<file path="src/rtl/lipsi_pkg.sv">
// rtl/lipsi_pkg.sv - shared loader state encoding, sync marker and memory map
package lipsi_pkg;

    typedef enum logic [1:0] {
        WAIT_SYNC = 2'd0,
        LEN       = 2'd1,
        DATA      = 2'd2,
        RUN       = 2'd3
    } loader_state_t;

    localparam logic [7:0] SYNC_BYTE = 8'h55;

    // Program area is loaded from PROG_BASE; the data area above is left untouched.
    localparam logic [8:0] PROG_BASE = 9'h000;
    localparam logic [8:0] DATA_BASE = 9'h100;

endpackage

</file>
<file path="src/rtl/uart_rx.sv">
// rtl/uart_rx.sv - 8N1 UART receiver with input synchroniser and stop-bit check
module uart_rx
    import lipsi_pkg::*;
#(
    parameter int CLKS_PER_BIT = 868
) (
    input  logic       clk,
    input  logic       reset,
    input  logic       rx,
    output logic [7:0] rx_byte,
    output logic       rx_valid,
    output logic       rx_err
);

    localparam int CW = $clog2(CLKS_PER_BIT);
    localparam logic [CW-1:0] HALF_LAST = CW'(CLKS_PER_BIT / 2 - 1);
    localparam logic [CW-1:0] BIT_LAST  = CW'(CLKS_PER_BIT - 1);

    typedef enum logic [2:0] {
        RX_IDLE,
        RX_START,
        RX_BITS,
        RX_STOP,
        RX_REARM
    } rx_state_t;

    rx_state_t     state;
    logic          sync1;
    logic          sync2;
    logic [CW-1:0] cnt;
    logic [2:0]    bit_idx;
    logic [7:0]    shift;

    always_ff @(posedge clk or posedge reset) begin
        if (reset) begin
            sync1    <= 1'b1;
            sync2    <= 1'b1;
            state    <= RX_IDLE;
            cnt      <= '0;
            bit_idx  <= '0;
            shift    <= '0;
            rx_byte  <= '0;
            rx_valid <= 1'b0;
            rx_err   <= 1'b0;
        end else begin
            sync1    <= rx;
            sync2    <= sync1;
            rx_valid <= 1'b0;
            rx_err   <= 1'b0;
            case (state)
                RX_IDLE: begin
                    cnt <= '0;
                    if (!sync2) state <= RX_START;
                end
                RX_START: begin
                    if (cnt == HALF_LAST) begin
                        cnt     <= '0;
                        bit_idx <= '0;
                        // Line back high at mid start bit: a glitch, not a frame.
                        state   <= sync2 ? RX_IDLE : RX_BITS;
                    end else begin
                        cnt <= cnt + 1'b1;
                    end
                end
                RX_BITS: begin
                    if (cnt == BIT_LAST) begin
                        cnt     <= '0;
                        shift   <= {sync2, shift[7:1]};
                        bit_idx <= bit_idx + 1'b1;
                        if (bit_idx == 3'd7) state <= RX_STOP;
                    end else begin
                        cnt <= cnt + 1'b1;
                    end
                end
                RX_STOP: begin
                    if (cnt == BIT_LAST) begin
                        cnt   <= '0;
                        state <= RX_REARM;
                        if (sync2) begin
                            rx_byte  <= shift;
                            rx_valid <= 1'b1;
                        end else begin
                            rx_err <= 1'b1;
                        end
                    end else begin
                        cnt <= cnt + 1'b1;
                    end
                end
                RX_REARM: begin
                    if (sync2) state <= RX_IDLE;
                end
                default: state <= RX_IDLE;
            endcase
        end
    end

endmodule

</file>
<file path="src/rtl/lipsi_loader.sv">
// rtl/lipsi_loader.sv - UART program loader writing a framed image into memory_block
module lipsi_loader #(
    parameter int         CLKS_PER_BIT = 868,
    parameter logic [7:0] SYNC_BYTE    = lipsi_pkg::SYNC_BYTE,
    parameter int         AW           = 9
) (
    input  logic          clk,
    input  logic          reset,
    input  logic          rx,
    output logic          mem_wr_en,
    output logic [AW-1:0] mem_wr_addr,
    output logic [7:0]    mem_wr_data,
    output logic          cpu_reset,
    output logic          busy,
    output logic          done,
    output logic          frame_err
);
    import lipsi_pkg::*;

    loader_state_t state;
    logic [8:0]    remaining;
    logic [AW-1:0] addr;
    logic [7:0]    rx_byte;
    logic          rx_valid;
    logic          rx_err;

    uart_rx #(
        .CLKS_PER_BIT(CLKS_PER_BIT)
    ) u_rx (
        .clk     (clk),
        .reset   (reset),
        .rx      (rx),
        .rx_byte (rx_byte),
        .rx_valid(rx_valid),
        .rx_err  (rx_err)
    );

    always_ff @(posedge clk or posedge reset) begin
        if (reset) begin
            state       <= WAIT_SYNC;
            remaining   <= '0;
            addr        <= '0;
            mem_wr_en   <= 1'b0;
            mem_wr_addr <= '0;
            mem_wr_data <= '0;
            cpu_reset   <= 1'b1;
            busy        <= 1'b0;
            done        <= 1'b0;
            frame_err   <= 1'b0;
        end else begin
            mem_wr_en <= 1'b0;
            done      <= 1'b0;
            frame_err <= rx_err;
            if (rx_err && (state == LEN || state == DATA)) begin
                state     <= WAIT_SYNC;
                busy      <= 1'b0;
                cpu_reset <= 1'b1;
            end else begin
                case (state)
                    WAIT_SYNC: begin
                        cpu_reset <= 1'b1;
                        if (rx_valid && rx_byte == SYNC_BYTE) begin
                            state <= LEN;
                            busy  <= 1'b1;
                        end
                    end
                    LEN: begin
                        if (rx_valid) begin
                            remaining <= (rx_byte == 8'd0) ? 9'd256 : {1'b0, rx_byte};
                            addr      <= AW'(PROG_BASE);
                            state     <= DATA;
                        end
                    end
                    DATA: begin
                        // remaining reaches 0 the cycle the last strobe is out; finish one later.
                        if (remaining == 9'd0) begin
                            state     <= RUN;
                            busy      <= 1'b0;
                            done      <= 1'b1;
                            cpu_reset <= 1'b0;
                        end else if (rx_valid) begin
                            mem_wr_en   <= 1'b1;
                            mem_wr_addr <= addr;
                            mem_wr_data <= rx_byte;
                            addr        <= addr + AW'(1);
                            remaining   <= remaining - 9'd1;
                        end
                    end
                    RUN: begin
                        if (rx_valid && rx_byte == SYNC_BYTE) begin
                            state     <= LEN;
                            busy      <= 1'b1;
                            cpu_reset <= 1'b1;
                        end
                    end
                    default: state <= WAIT_SYNC;
                endcase
            end
        end
    end

endmodule

</file>
<file path="config.mk">
export PLATFORM = sky130hd
export DESIGN_NAME = lipsi_loader
export DESIGN_NICKNAME = d
export VERILOG_FILES = /design/src/rtl/lipsi_pkg.sv /design/src/rtl/uart_rx.sv /design/src/rtl/lipsi_loader.sv
export SDC_FILE = /design/constraint.sdc
export NUM_CORES = 1
export LEC_CHECK = 0
export ABC_AREA = 1
export CAP_MARGIN = 10
export CORE_MARGIN = 5
export CORE_UTILIZATION = 30
export DETAILED_ROUTE_END_ITERATION = 8
export PLACE_DENSITY_LB_ADDON = 0.3
export REMOVE_ABC_BUFFERS = 1
export SETUP_SLACK_MARGIN = 0.2
export SYNTH_ARGS = -nofsm -noshare
export SYNTH_HDL_FRONTEND = slang
export SYNTH_SLANG_ARGS = --single-unit
</file>
<file path="constraint.sdc">
create_clock -name clk -period 3 [get_ports clk]
set_input_delay 0.75 -clock clk [delete_from_list [all_inputs] [get_ports clk]]
set_output_delay 0.75 -clock clk [all_outputs]
set_load 0.02 [all_outputs]
</file>
# Word level (Yosys, flattened, before mapping)
# Cells that the tools add are included.
[classes]
eq_ne = 24
n_mux = 47
n_addsub = 4
bitwise_logic = 2
reduce_logical = 23
[ops]
columns = ["cell", "count"]
rows = [
  ["9-bit two-way mux", 7],
  ["9-bit case mux with 2 select lines", 2],
  ["10-bit case mux with 3 select lines", 1],
  ["3-bit two-way mux", 8],
  ["10-bit two-way mux", 2],
  ["1-bit two-way mux", 17],
  ["3-bit case mux with 5 select lines", 1],
  ["3-bit AND reduction", 5],
  ["2-bit by 1-bit != test with 1-bit output, second input constant", 7],
  ["10-bit by 1-bit adder with 10-bit output, second input constant", 1],
  ["10-bit equality test, second input constant", 1],
  ["10-bit by 9-bit equality test with 1-bit output, second input constant", 1],
  ["2-bit two-way mux", 5],
  ["9-bit by 1-bit adder with 9-bit output, second input constant", 1],
  ["9-bit logical NOT", 1],
  ["3-bit by 1-bit != test with 1-bit output, second input constant", 3],
  ["9-bit by 1-bit subtractor with 9-bit output, second input constant", 1],
  ["8-bit by 7-bit equality test with 1-bit output, second input constant", 1],
  ["8-bit logical NOT", 1],
  ["3-bit by 2-bit equality test with 1-bit output, second input constant", 2],
  ["3-bit equality test, second input constant", 2],
  ["2-bit case mux with 3 select lines", 1],
  ["3-bit case mux with 2 select lines", 1],
  ["6-bit AND reduction", 1],
  ["other kinds (20)", 27],
]
[word_totals]
output_inout_bits = 22
elab_cells = 119
ff_bits = 78
input_bits = 3

# Depth between registers and ports, before layout
# Gate-level depths: netlist of run 1.
[logic_depth]
word_depth = 5
depth_mapped = 10
ltp_nobuf = 10

# Modules after synthesis
# A second synthesis of run 1 with hierarchy kept.
[unflattened]
hier_cells = 497
area_unflattened_um2 = 4167.7
[modules_own_cells]
columns = ["module", "area_each_um2", "instances", "cells_per_inst", "seq_area_each_um2"]
rows = [
  ["lipsi_loader", 2387.3, 1, 303, 1052.3],
  ["uart_rx", 1780.5, 1, 194, 903.4],
]

# Worst setup path after synthesis of run 1
# No wires, ideal clock.
[synth_timing]
kind = "register -> register"
from = "register state[0]"
to = "register addr[2]"
arrival_ns = 1.598
required_time_ns = 2.934
setup_ns = 0.066
path_stages_with_launch = 9
path_buffers = 1
setup_slack_ns = 1.337
period_less_slack_ns = 1.663
cell_sequence = "dfrtp_1 inv_1 ha_1 nor2_2 nor3_4 nand2_2 clkbuf_1 nand3_1 nand2_1"
[synth_between]
elab_chain_len = 5
elab_cells_between_ends = 11
cone_classes = "5 x eq/ne; 1 x mux; 1 x bitwise; 4 x reduce/logical"
[synth_rtl]
columns = ["item", "line_no", "rtl"]
rows = [
  ["start: declaration", "lipsi_loader.sv:20", "loader_state_t state;"],
  ["start signal: assignment", "lipsi_loader.sv:40", "state <= WAIT_SYNC;"],
  ["start signal: assignment", "lipsi_loader.sv:55", "state <= WAIT_SYNC;"],
  ["start signal: assignment", "lipsi_loader.sv:63", "state <= LEN;"],
  ["2-bit by 1-bit equality test with 1-bit output / 2-bit equality test (equally long branches)", "lipsi_loader.sv:54, lipsi_loader.sv:59", ""],
  ["1-bit logical OR", "lipsi_loader.sv:54", "if (rx_err && (state == LEN || state == DATA)) begin"],
  ["1-bit logical AND", "lipsi_loader.sv:54", ""],
  ["1-bit NOT (no line)", "-", ""],
  ["5-bit AND reduction (no line)", "-", ""],
  ["end signal: assignment", "lipsi_loader.sv:70", "addr <= AW'(PROG_BASE);"],
  ["end signal: assignment", "lipsi_loader.sv:85", "addr <= addr + AW'(1);"],
  ["end: declaration", "lipsi_loader.sv:22", "logic [AW-1:0] addr;"],
]
# Several ways; a longest one is shown, not always the timed one.
# A chain may end at the register's enable or synchronous reset.

# Worst setup path in the final report of run 1
[layout_timing]
from = "register state[0]"
to = "register remaining[6]"
[layout_between]
elab_chain_len = 5
elab_cells_between_ends = 11
cone_classes = "5 x eq/ne; 1 x mux; 1 x bitwise; 4 x reduce/logical"
[layout_rtl]
columns = ["item", "line_no", "rtl"]
rows = [
  ["2-bit by 1-bit equality test with 1-bit output / 2-bit equality test (equally long branches)", "lipsi_loader.sv:54, lipsi_loader.sv:59", ""],
  ["1-bit logical OR", "lipsi_loader.sv:54", ""],
  ["1-bit logical AND", "lipsi_loader.sv:54", ""],
  ["1-bit NOT (no line)", "-", ""],
  ["5-bit AND reduction (no line)", "-", ""],
  ["end signal: assignment", "lipsi_loader.sv:69", "remaining <= (rx_byte == 8'd0) ? 9'd256 : {1'b0, rx_byte};"],
  ["end signal: assignment", "lipsi_loader.sv:86", "remaining <= remaining - 9'd1;"],
  ["end: declaration", "lipsi_loader.sv:21", "logic [8:0] remaining;"],
]
# Several ways; a longest one is shown, not always the timed one.

==> flow_summary.json, run 1 <==
{
  "status": "finished, final reports clean",
  "synth_edf_count": 0,
  "rsz0062_at_grt": "false",
  "yosysSeqAreaShare_pct": 49.81,
  "fmax_mhz": 408.4,
  "die_h_um": 124.4,
  "io_pins": 25,
  "critPathRequiredTime_ns": 3.23,
  "p_clk_share_pct": 52.7,
  "p_leak_nw": 2.267,
  "drv_slew": 0,
  "h-tree-depth": 3,
  "finalWeightedCongestion": 0.8746,
  "clk_pin_slew_worst_paths_ns": 0.06,
  "p_per_area_mw_per_mm2": 491.5,
  "wl_per_cell_um": 11.63,
  "antenna_found_initial": 0,
  "critPathTopFamily": "simple AND/OR/NAND/NOR gates",
  "crit_path_max_fanout": 21,
  "worst_clock_skew_ns": 0.005196,
  "fin_crit_ns": 2.448,
  "cts_root_buf": "clkbuf_16",
  "grt_start_max_net_pins": 44,
  "cts-buffers-inserted": 9,
  "die-area_mm2": 0.01548,
  "grt_remaining_overflow": 0,
  "rows": 41,
  "finalWirelength_mm": 8.132,
  "cp_slowest_cell": "ha_1",
  "initial_core_util_pct": 30.86,
  "die_width_um": 124.4,
  "cp.arrival_ns": 2.68,
  "p_sw_share_pct": 19.73,
  "setup_violations": 0,
  "grt_pass1_wl_mm": 14.77,
  "vdd.ir_drop.worst_uv": 289.9,
  "dpl.cell_count": 683,
  "nets": 535,
  "finalHoldViolCount": 0,
  "fin_tns_setup_ns": 0,
  "final_util_pct": 36.64,
  "viasPerCell": 4.471,
  "synth_cells": 497,
  "hpwl_mm": 5.709,
  "timing.hold.ws_ns": 0.3570,
  "min_path_type": "reg -> reg",
  "crit_path_start_kind": "flop",
  "cts_tree": "yes",
  "finalPower_w": 0.002291,
  "pwr-share-seq_pct": 46.1,
  "postRouteAntennaNets": 0,
  "netlist_area_mm2": 0.003926,
  "ys_async_sr_fraction_pct": 100.0,
  "portBuffers": 24,
  "worst_pin_slew_ns": 0.6640,
  "max_slew_margin_pct": 55.68,
  "p_sw_w": 0.0004520,
  "cts.sinks": 78,
  "p_comb_share_pct": 1.2,
  "num_vias": 3125,
  "crit_path_frequent_cell": "nand2_1",
  "cp-end-kind": "flop",
  "drt_iter0_markers": 141,
  "clockBufferDepth": 2,
  "antenna_cells": 0,
  "synth-seq-cells": 78,
  "grtUsageTotal_pct": 11.34,
  "cp_cell_sequence": "inv_1, ha_1, nor2_1, nor3_4, nand2_1, nand2_2, nand2_1, nand2_1, inv_1",
  "drc": 0,
  "crit_buf_inv": 2,
  "cts_setup_buffers": 0,
  "grt_pass1_vias": 3120,
  "yosys_warnings": 0,
  "synth_flop_cell": "dfrtp_1",
  "path_class": "reg -> reg",
  "cts_resized": 0,
  "maxCapViolations": 0,
  "synthToLayoutAreaGrowth_pct": 18.74,
  "drtPass1Iterations": 4,
  "cpPeakStageDelay_ns": 0.45,
  "yosys.cell_types.count": 26,
  "hold_buffers": 0,
  "layout-drive-gt1-share_pct": 8.159,
  "syn_avg_cell_area_um2": 7.900,
  "intPower_w": 0.001839,
  "period_share_pct": 81.61,
  "insertion_delay_ns": 0.33,
  "coreArea_mm2": 0.01272,
  "stdcell_count": 699
}
## registers in the layout, indices dropped and copies added, names as in the netlist, 2 cells and up
register,count
addr,9
mem_wr_addr,9
mem_wr_data,8
remaining,9
state,2
u_rx.bit_idx,3
u_rx.cnt,10
u_rx.rx_byte,8
u_rx.shift,8
u_rx.state,3
## cells in the final DEF, fill, tap and decap left out, drive strengths merged, types with 2 or more instances in the layout
cell           instances
clkbuf                12
nand4                 11
nand2                169
xor2                   6
o22ai                  3
buf                    2
inv                   65
o21ai                 40
nor2                  42
nand3                 49
clkdlybuf4s50         24
bufinv                 2
xnor2                  2
ha                    10
nor3                   9
clkinv                 2
dfrtp                 75
dfstp                  3
## worst register-to-register path, cell delays in order (launching register included)
cell	delay, ns
dfrtp_1	0.43
inv_1	0.08
ha_1	0.45
nor2_1	0.16
nor3_4	0.27
nand2_1	0.30
nand2_2	0.43
nand2_1	0.11
nand2_1	0.08
inv_1	0.03
## kinds of logic after synthesis
kind of cell    after synthesis  synth area share (%)
xor+xnor                      8                 1.785
fa+ha+maj                    10                 3.187
flops                        78                 49.81
buf+inv                      77                 8.381
simple gates                281                 30.59
compound gates               43                 6.246
## layer usage
metal / share of wire, % / GRT usage (%) / up-vias
li1: - / - / 1615
met1: 46 / 13.94 / 1451
met2: 49 / 19.21 / 51
met3: 4.3 / 3.816 / 8
met4: 1.2 / 2.708 / 0
met5: 0 / 0 / -
## power by group through the flow
stage	combinational, W	sequential (W)	clock, W
6_report	0.0000273	0.00106	0.00121
5_1_grt	0.0000331	0.00106	0.00128
4_1_cts	0.0000295	0.00106	0.00124
2_1_floorplan	0.0000165	0.00107	0
3_3_place_gp	0.0000292	0.00107	0
3_5_place_dp	0.0000292	0.00107	0
## final timing paths
check	from	endpoint	slack [ns]	depth (start not counted)
worst max-delay path	state[0]	remaining[6]	0.55	9
worst min-delay path	u_rx.sync1	u_rx.sync2	0.36	0
worst max register to register	state[0]	remaining[6]	0.55	9
worst min register to register	u_rx.sync1	u_rx.sync2	0.36	0
max in group asynchronous	reset	u_rx.sync1	1.48	3
min in group asynchronous	reset	mem_wr_data[6]	0.81	2
## cell usage after synthesis, types with 4 or more instances
cell type	count	share of area, %
xor2_1	6	1.3
o21ai_1	15	1.9
nand4_1	11	1.8
nand2_1	165	16
nand2_2	4	0.64
nor3_1	8	1.0
inv_1	61	5.8
ha_1	10	3.2
o21ai_2	7	1.6
dfrtp_1	75	48
nand3_1	46	5.9
o21ai_0	18	2.3
nor2_1	39	3.7
## cell type report
cell class | instances | area [µm²]
clock buffers | 12 | 256.5
clock inverters | 4 | 77.57
multi-input cells | 342 | 1642
fillers | 1349 | 8060
flip-flops and latches | 78 | 1956
inverters | 65 | 247.7
well taps | 172 | 215.2
repair buffers | 26 | 267.8
## through the flow
step / setup WS, ns / cell area (µm²)
after floorplan: 0.2599 / 3844
after global placement: 0.6367 / 4328
after detailed placement: 0.5362 / 4328
after CTS: 0.5276 / 4662
after global routing: 0.2601 / 4662
final: 0.5517 / 4662
(Power assumes the default switching activity.)
==> inputs of run 2 (changes only) <==
Clock period 3 ns to 2.34 ns, I/O delays scaled along.
==> run 2 against run 1 <==
Routed wire length grew 0.26%. Flip-flop and latch count unchanged. Clock power is 50% higher. Count of clock-buffer cells in the layout shrank 2. Largest power group unchanged. Sequential power up 27%. Total power rose by 40%. Critical endpoint is now cpu_reset. Worst hold slack is essentially flat. Clock skew about the same. Via count grew 1.6%. Setup slack worse by 0.27 ns. Core utilization increased by 0.87 points.
==> flow_summary.json, run 2 (synthesis results as in run 1) <==
{
  "p_per_area_mw_per_mm2": 672.1,
  "rr_worst_depth": 9,
  "period_share_pct": 87.80,
  "clockBufferDepth": 2,
  "cts-buffers-inserted": 9,
  "finalWirelength_mm": 8.153,
  "crit_path_max_fanout": 2,
  "largest_reg_flops": 10,
  "p_leak_nw": 2.318,
  "grt_pass1_wl_mm": 14.67,
  "rsz0062_at_grt": "false",
  "cts_tree": "yes",
  "cts.sinks": 78,
  "drc": 0,
  "viasPerCell": 4.502,
  "worst_pin_slew_ns": 0.4547,
  "grt_pass1_vias": 3119,
  "synthToLayoutAreaGrowth_pct": 21.54,
  "path_class": "reg -> out",
  "hold_start": "u_rx.sync1",
  "critPathTopFamily": "buffers and inverters",
  "die-area_mm2": 0.01548,
  "r2r_slack_ns": 0.40,
  "insertion_delay_ns": 0.34,
  "num_vias": 3174,
  "regToRegStartpoint": "state[0]",
  "worst_clock_skew_ns": 0.004832,
  "die_h_um": 124.4,
  "dpl_worst_slack_ns": 0.3934,
  "status": "finished, final reports clean",
  "die_width_um": 124.4,
  "hpwl_mm": 5.788,
  "cp-end-kind": "primary output",
  "drv_slew": 0,
  "fillCellCount": 1354,
  "postRouteAntennaNets": 0,
  "drtPass1Iterations": 4,
  "vdd.ir_drop.worst_uv": 424.8,
  "final_util_pct": 37.51,
  "fin_crit_ns": 2.055,
  "cp_slowest_cell": "clkdlybuf4s50_1",
  "cts_root_buf": "clkbuf_16",
  "hold_buffers": 0,
  "top_register": "u_rx.cnt",
  "finalHoldViolCount": 0,
  "finalWeightedCongestion": 0.8537,
  "crit_path_start_kind": "flop",
  "setup_violations": 0,
  "hold_end": "u_rx.sync2",
  "io_pins": 25,
  "cp_cell_sequence": "clkdlybuf4s50_1",
  "cts_setup_buffers": 0,
  "portBuffers": 24,
  "initial_core_util_pct": 30.86,
  "cpPeakStageDelay_ns": 0.60,
  "grt_remaining_overflow": 0,
  "final_common_cell": "nand2_1",
  "max_slew_margin_pct": 69.65,
  "final_cell_mix": "165 x nand2_1, 75 x dfrtp_1, 60 x inv_1",
  "clk_pin_slew_worst_paths_ns": 0.06,
  "fin_tns_setup_ns": 0,
  "critPathRequiredTime_ns": 1.75,
  "cp.arrival_ns": 1.47,
  "rows": 41,
  "wl_per_cell_um": 11.56,
  "layout-drive-gt1-share_pct": 9.193,
  "cts_resized": 0,
  "fmax_mhz": 486.7,
  "grt_start_max_net_pins": 33,
  "holdPathStages": 0,
  "maxCapViolations": 0,
  "crit_buf_inv": 1,
  "h-tree-depth": 3,
  "coreArea_mm2": 0.01272,
  "min_path_type": "reg -> reg",
  "nets": 541,
  "finalWorstSetupSlack_ns": 0.2855,
  "timing.rr.end": "remaining[6]",
  "antenna_cells": 0,
  "drt_iter0_markers": 159,
  "grtUsageTotal_pct": 11.43,
  "antenna_found_initial": 0
}
-- run 2: through the flow --
stage / instances / instance area [µm²] / hold slack [ns] / power [W]
floorplan: 485 / 3844 / 0.3452 / 0.001399
global placement: 689 / 4385 / 0.3484 / 0.001419
detailed placement: 689 / 4385 / 0.3501 / 0.001420
CTS: 705 / 4772 / 0.3584 / 0.003261
global route: 705 / 4772 / 0.3630 / 0.003322
finish: 705 / 4772 / 0.3567 / 0.003207
-- run 2: worst max-delay path by stage --
stage          slack (ns)           end  depth (start not counted)       from
2_1_floorplan       -0.24       addr[0]                          1      reset
3_3_place_gp         0.53  remaining[6]                          9   state[0]
3_5_place_dp         0.39  remaining[6]                          9   state[0]
4_1_cts              0.25     cpu_reset                          1  cpu_reset
5_1_grt              0.20  remaining[6]                          9   state[0]
6_report             0.29     cpu_reset                          1  cpu_reset
-- run 2: layer usage --
| layer | vias to the layer above | GRT usage [%] | wire length (µm) |
|---|---|---|---|
| met2 | 36 | 18.92 | 3939 |
| li1 | 1632 | - | - |
| met4 | 0 | 3.997 | 131 |
| met3 | 10 | 3.431 | 248 |
| met5 | - | 0 | 0 |
| met1 | 1496 | 14.15 | 3833 |
-- run 2: cell type report --
type                       instances  area [µm²]  share of cell area [%]
tap                              172       215.2                   4.510
inverter                          65       247.7                   5.191
timing repair buffer              32       325.3                   6.817
multi-input combinational        342        1642                   34.40
clock inverter                     6       157.7                   3.304
clock buffer                      10       229.0                   4.798
sequential                        78        1956                   40.98
-- run 2: power by group --
group          leakage, nW  switching [W]  internal (W)   total, W
combinational         1.07      0.0000286     0.0000105  0.0000390
sequential            1.06     0.00000131       0.00135    0.00135
clock                0.183       0.000556       0.00126    0.00181
total                 2.32       0.000586       0.00262    0.00321
==> inputs of run 3 (changes only) <==
Settings changed: CORE_ASPECT_RATIO from default to 1.4.
==> run 3 against run 2 <==
Cell count shrank 2.7%. Largest cell class unchanged. Non-clock buffer count is the same. Critical path depth is the same. Maximum frequency grew 0.41%.
==> flow_summary.json, run 3 (synthesis results as in run 1) <==
{
  "status": "finished, final reports clean",
  "die-area_mm2": 0.01551,
  "antenna_found_initial": 0,
  "critPathTopFamily": "buffers and inverters",
  "coreArea_mm2": 0.01287,
  "p_leak_nw": 2.266,
  "register_area_mm2": 0.001956,
  "antenna_cells": 0,
  "crit_path_start_kind": "flop",
  "vdd.ir_drop.worst_uv": 353.9,
  "top_register": "u_rx.cnt",
  "rows": 49,
  "intPower_w": 0.002113,
  "crit_start": "cpu_reset",
  "finalHoldViolCount": 0,
  "crit_buf_inv": 1,
  "grt_remaining_overflow": 0,
  "drv_slew": 0,
  "grtUsageTotal_pct": 11.74,
  "critPathRequiredTime_ns": 1.75,
  "final_util_pct": 36.08,
  "p_per_area_mw_per_mm2": 582.6,
  "die_width_um": 106.7,
  "crit_path_max_fanout": 2,
  "cp_slowest_cell": "clkdlybuf4s50_1",
  "met2WireLength_mm": 4.544,
  "fillCellCount": 1359,
  "min_path_type": "reg -> reg",
  "grt_start_max_net_pins": 30,
  "cpPeakStageDelay_ns": 0.60,
  "grt_pass1_vias": 3235,
  "wl_per_cell_um": 12.25,
  "num_vias": 3163,
  "drt-met1-wl_mm": 3.473,
  "cts_tree": "yes",
  "insertion_delay_ns": 0.33,
  "portBuffers": 24,
  "p_clk_share_pct": 48.6,
  "maxCapViolations": 0,
  "worst_clock_skew_ns": 0.006424,
  "finalWeightedCongestion": 0.8301,
  "cp_cell_sequence": "clkdlybuf4s50_1",
  "postRouteAntennaNets": 0,
  "top_layer_used": "met4",
  "rsz0062_at_grt": "false",
  "cts.sinks": 78,
  "hold_start": "u_rx.sync1",
  "finalWirelength_mm": 8.401,
  "cp-end-kind": "primary output",
  "max_slew_margin_pct": 72.18,
  "worst_pin_slew_ns": 0.4158,
  "layout-drive-gt1-share_pct": 9.381,
  "fin_crit_ns": 2.046,
  "regToRegStartpoint": "state[0]",
  "cts-buffers-inserted": 9,
  "cp.arrival_ns": 1.46,
  "cts_resized": 0,
  "cts_setup_buffers": 0,
  "p_comb_share_pct": 1.4,
  "cts_root_buf": "clkbuf_16",
  "clk_pin_slew_worst_paths_ns": 0.06,
  "hpwl_mm": 6.181,
  "final_common_cell": "nand2_1",
  "dpl_worst_slack_ns": 0.4271,
  "io_pins": 25,
  "die_h_um": 145.4,
  "pwr-share-seq_pct": 50.0,
  "finalWorstSetupSlack_ns": 0.2938,
  "viasPerCell": 4.611,
  "wl_met3_um": 249,
  "largest_reg_flops": 10,
  "initial_core_util_pct": 30.50,
  "drtPass1Iterations": 4,
  "timing.hold.ws_ns": 0.3559,
  "fmax_mhz": 488.7,
  "p_sw_w": 0.0005939,
  "final_cell_mix": "165 x nand2_1, 75 x dfrtp_1, 60 x inv_1",
  "path_class": "reg -> out",
  "h-tree-depth": 3,
  "grt_pass1_wl_mm": 15.02,
  "nets": 541,
  "period_share_pct": 87.44,
  "multiInputGateArea_mm2": 0.001642,
  "setup_violations": 0,
  "clockBufferDepth": 2,
  "p_sw_share_pct": 21.94,
  "drt_iter0_markers": 129,
  "hold_buffers": 0,
  "drc": 0,
  "synthToLayoutAreaGrowth_pct": 18.32
}
## run 3: through the flow
stage	instances	area (µm²)	TNS (ns)	total power [W]
global route	686	4646	0	0.002825
detailed placement	670	4362	0	0.001420
global placement	670	4362	0	0.001419
finish	686	4646	0	0.002707
floorplan	485	3844	-17.63	0.001399
CTS	686	4646	0	0.002746
## run 3: layer usage
layer,track usage (%),vias up
met3,2.486,10
met4,3.967,0
met1,13.37,1492
met2,21.47,38
li1,-,1623
met5,0,-
## run 3: worst paths after layout
check	end	slack, ns	cells past startpoint
min in group asynchronous	mem_wr_data[5]	0.55	2
hold reg to reg	u_rx.sync2	0.36	0
setup / recovery	cpu_reset	0.29	1
hold / removal	u_rx.sync2	0.36	0
max in group asynchronous	u_rx.sync2	1.22	3
setup reg to reg	remaining[8]	0.42	8
## run 3: final cells by class
| type | count | area share, % |
|---|---|---|
| Clock buffer | 10 | 5.144 |
| Sequential cell | 78 | 42.10 |
| Timing Repair Buffer | 32 | 7.002 |
| Inverter | 65 | 5.333 |
| Multi-Input combinational cell | 342 | 35.34 |
| Clock inverter | 6 | 0.9696 |
| Tap cell | 153 | 4.121 |
## run 3: worst reg2reg max path: cells and delay by family (launching register included)
family | cells | cell delay [ns]
buf+inv | 1 | 0.07
flops | 1 | 0.42
fa+ha+maj | 1 | 0.34
simple gates | 6 | 1.03
## run 3: power by group through the flow
stage / Combinational, W / Clock (W) / Sequential (W)
floorplan: 0.0000211 / 0 / 0.00138
global placement: 0.0000410 / 0 / 0.00138
detailed placement: 0.0000419 / 0 / 0.00138
CTS: 0.0000420 / 0.00135 / 0.00135
global route: 0.0000466 / 0.00143 / 0.00135
finish: 0.0000387 / 0.00131 / 0.00135
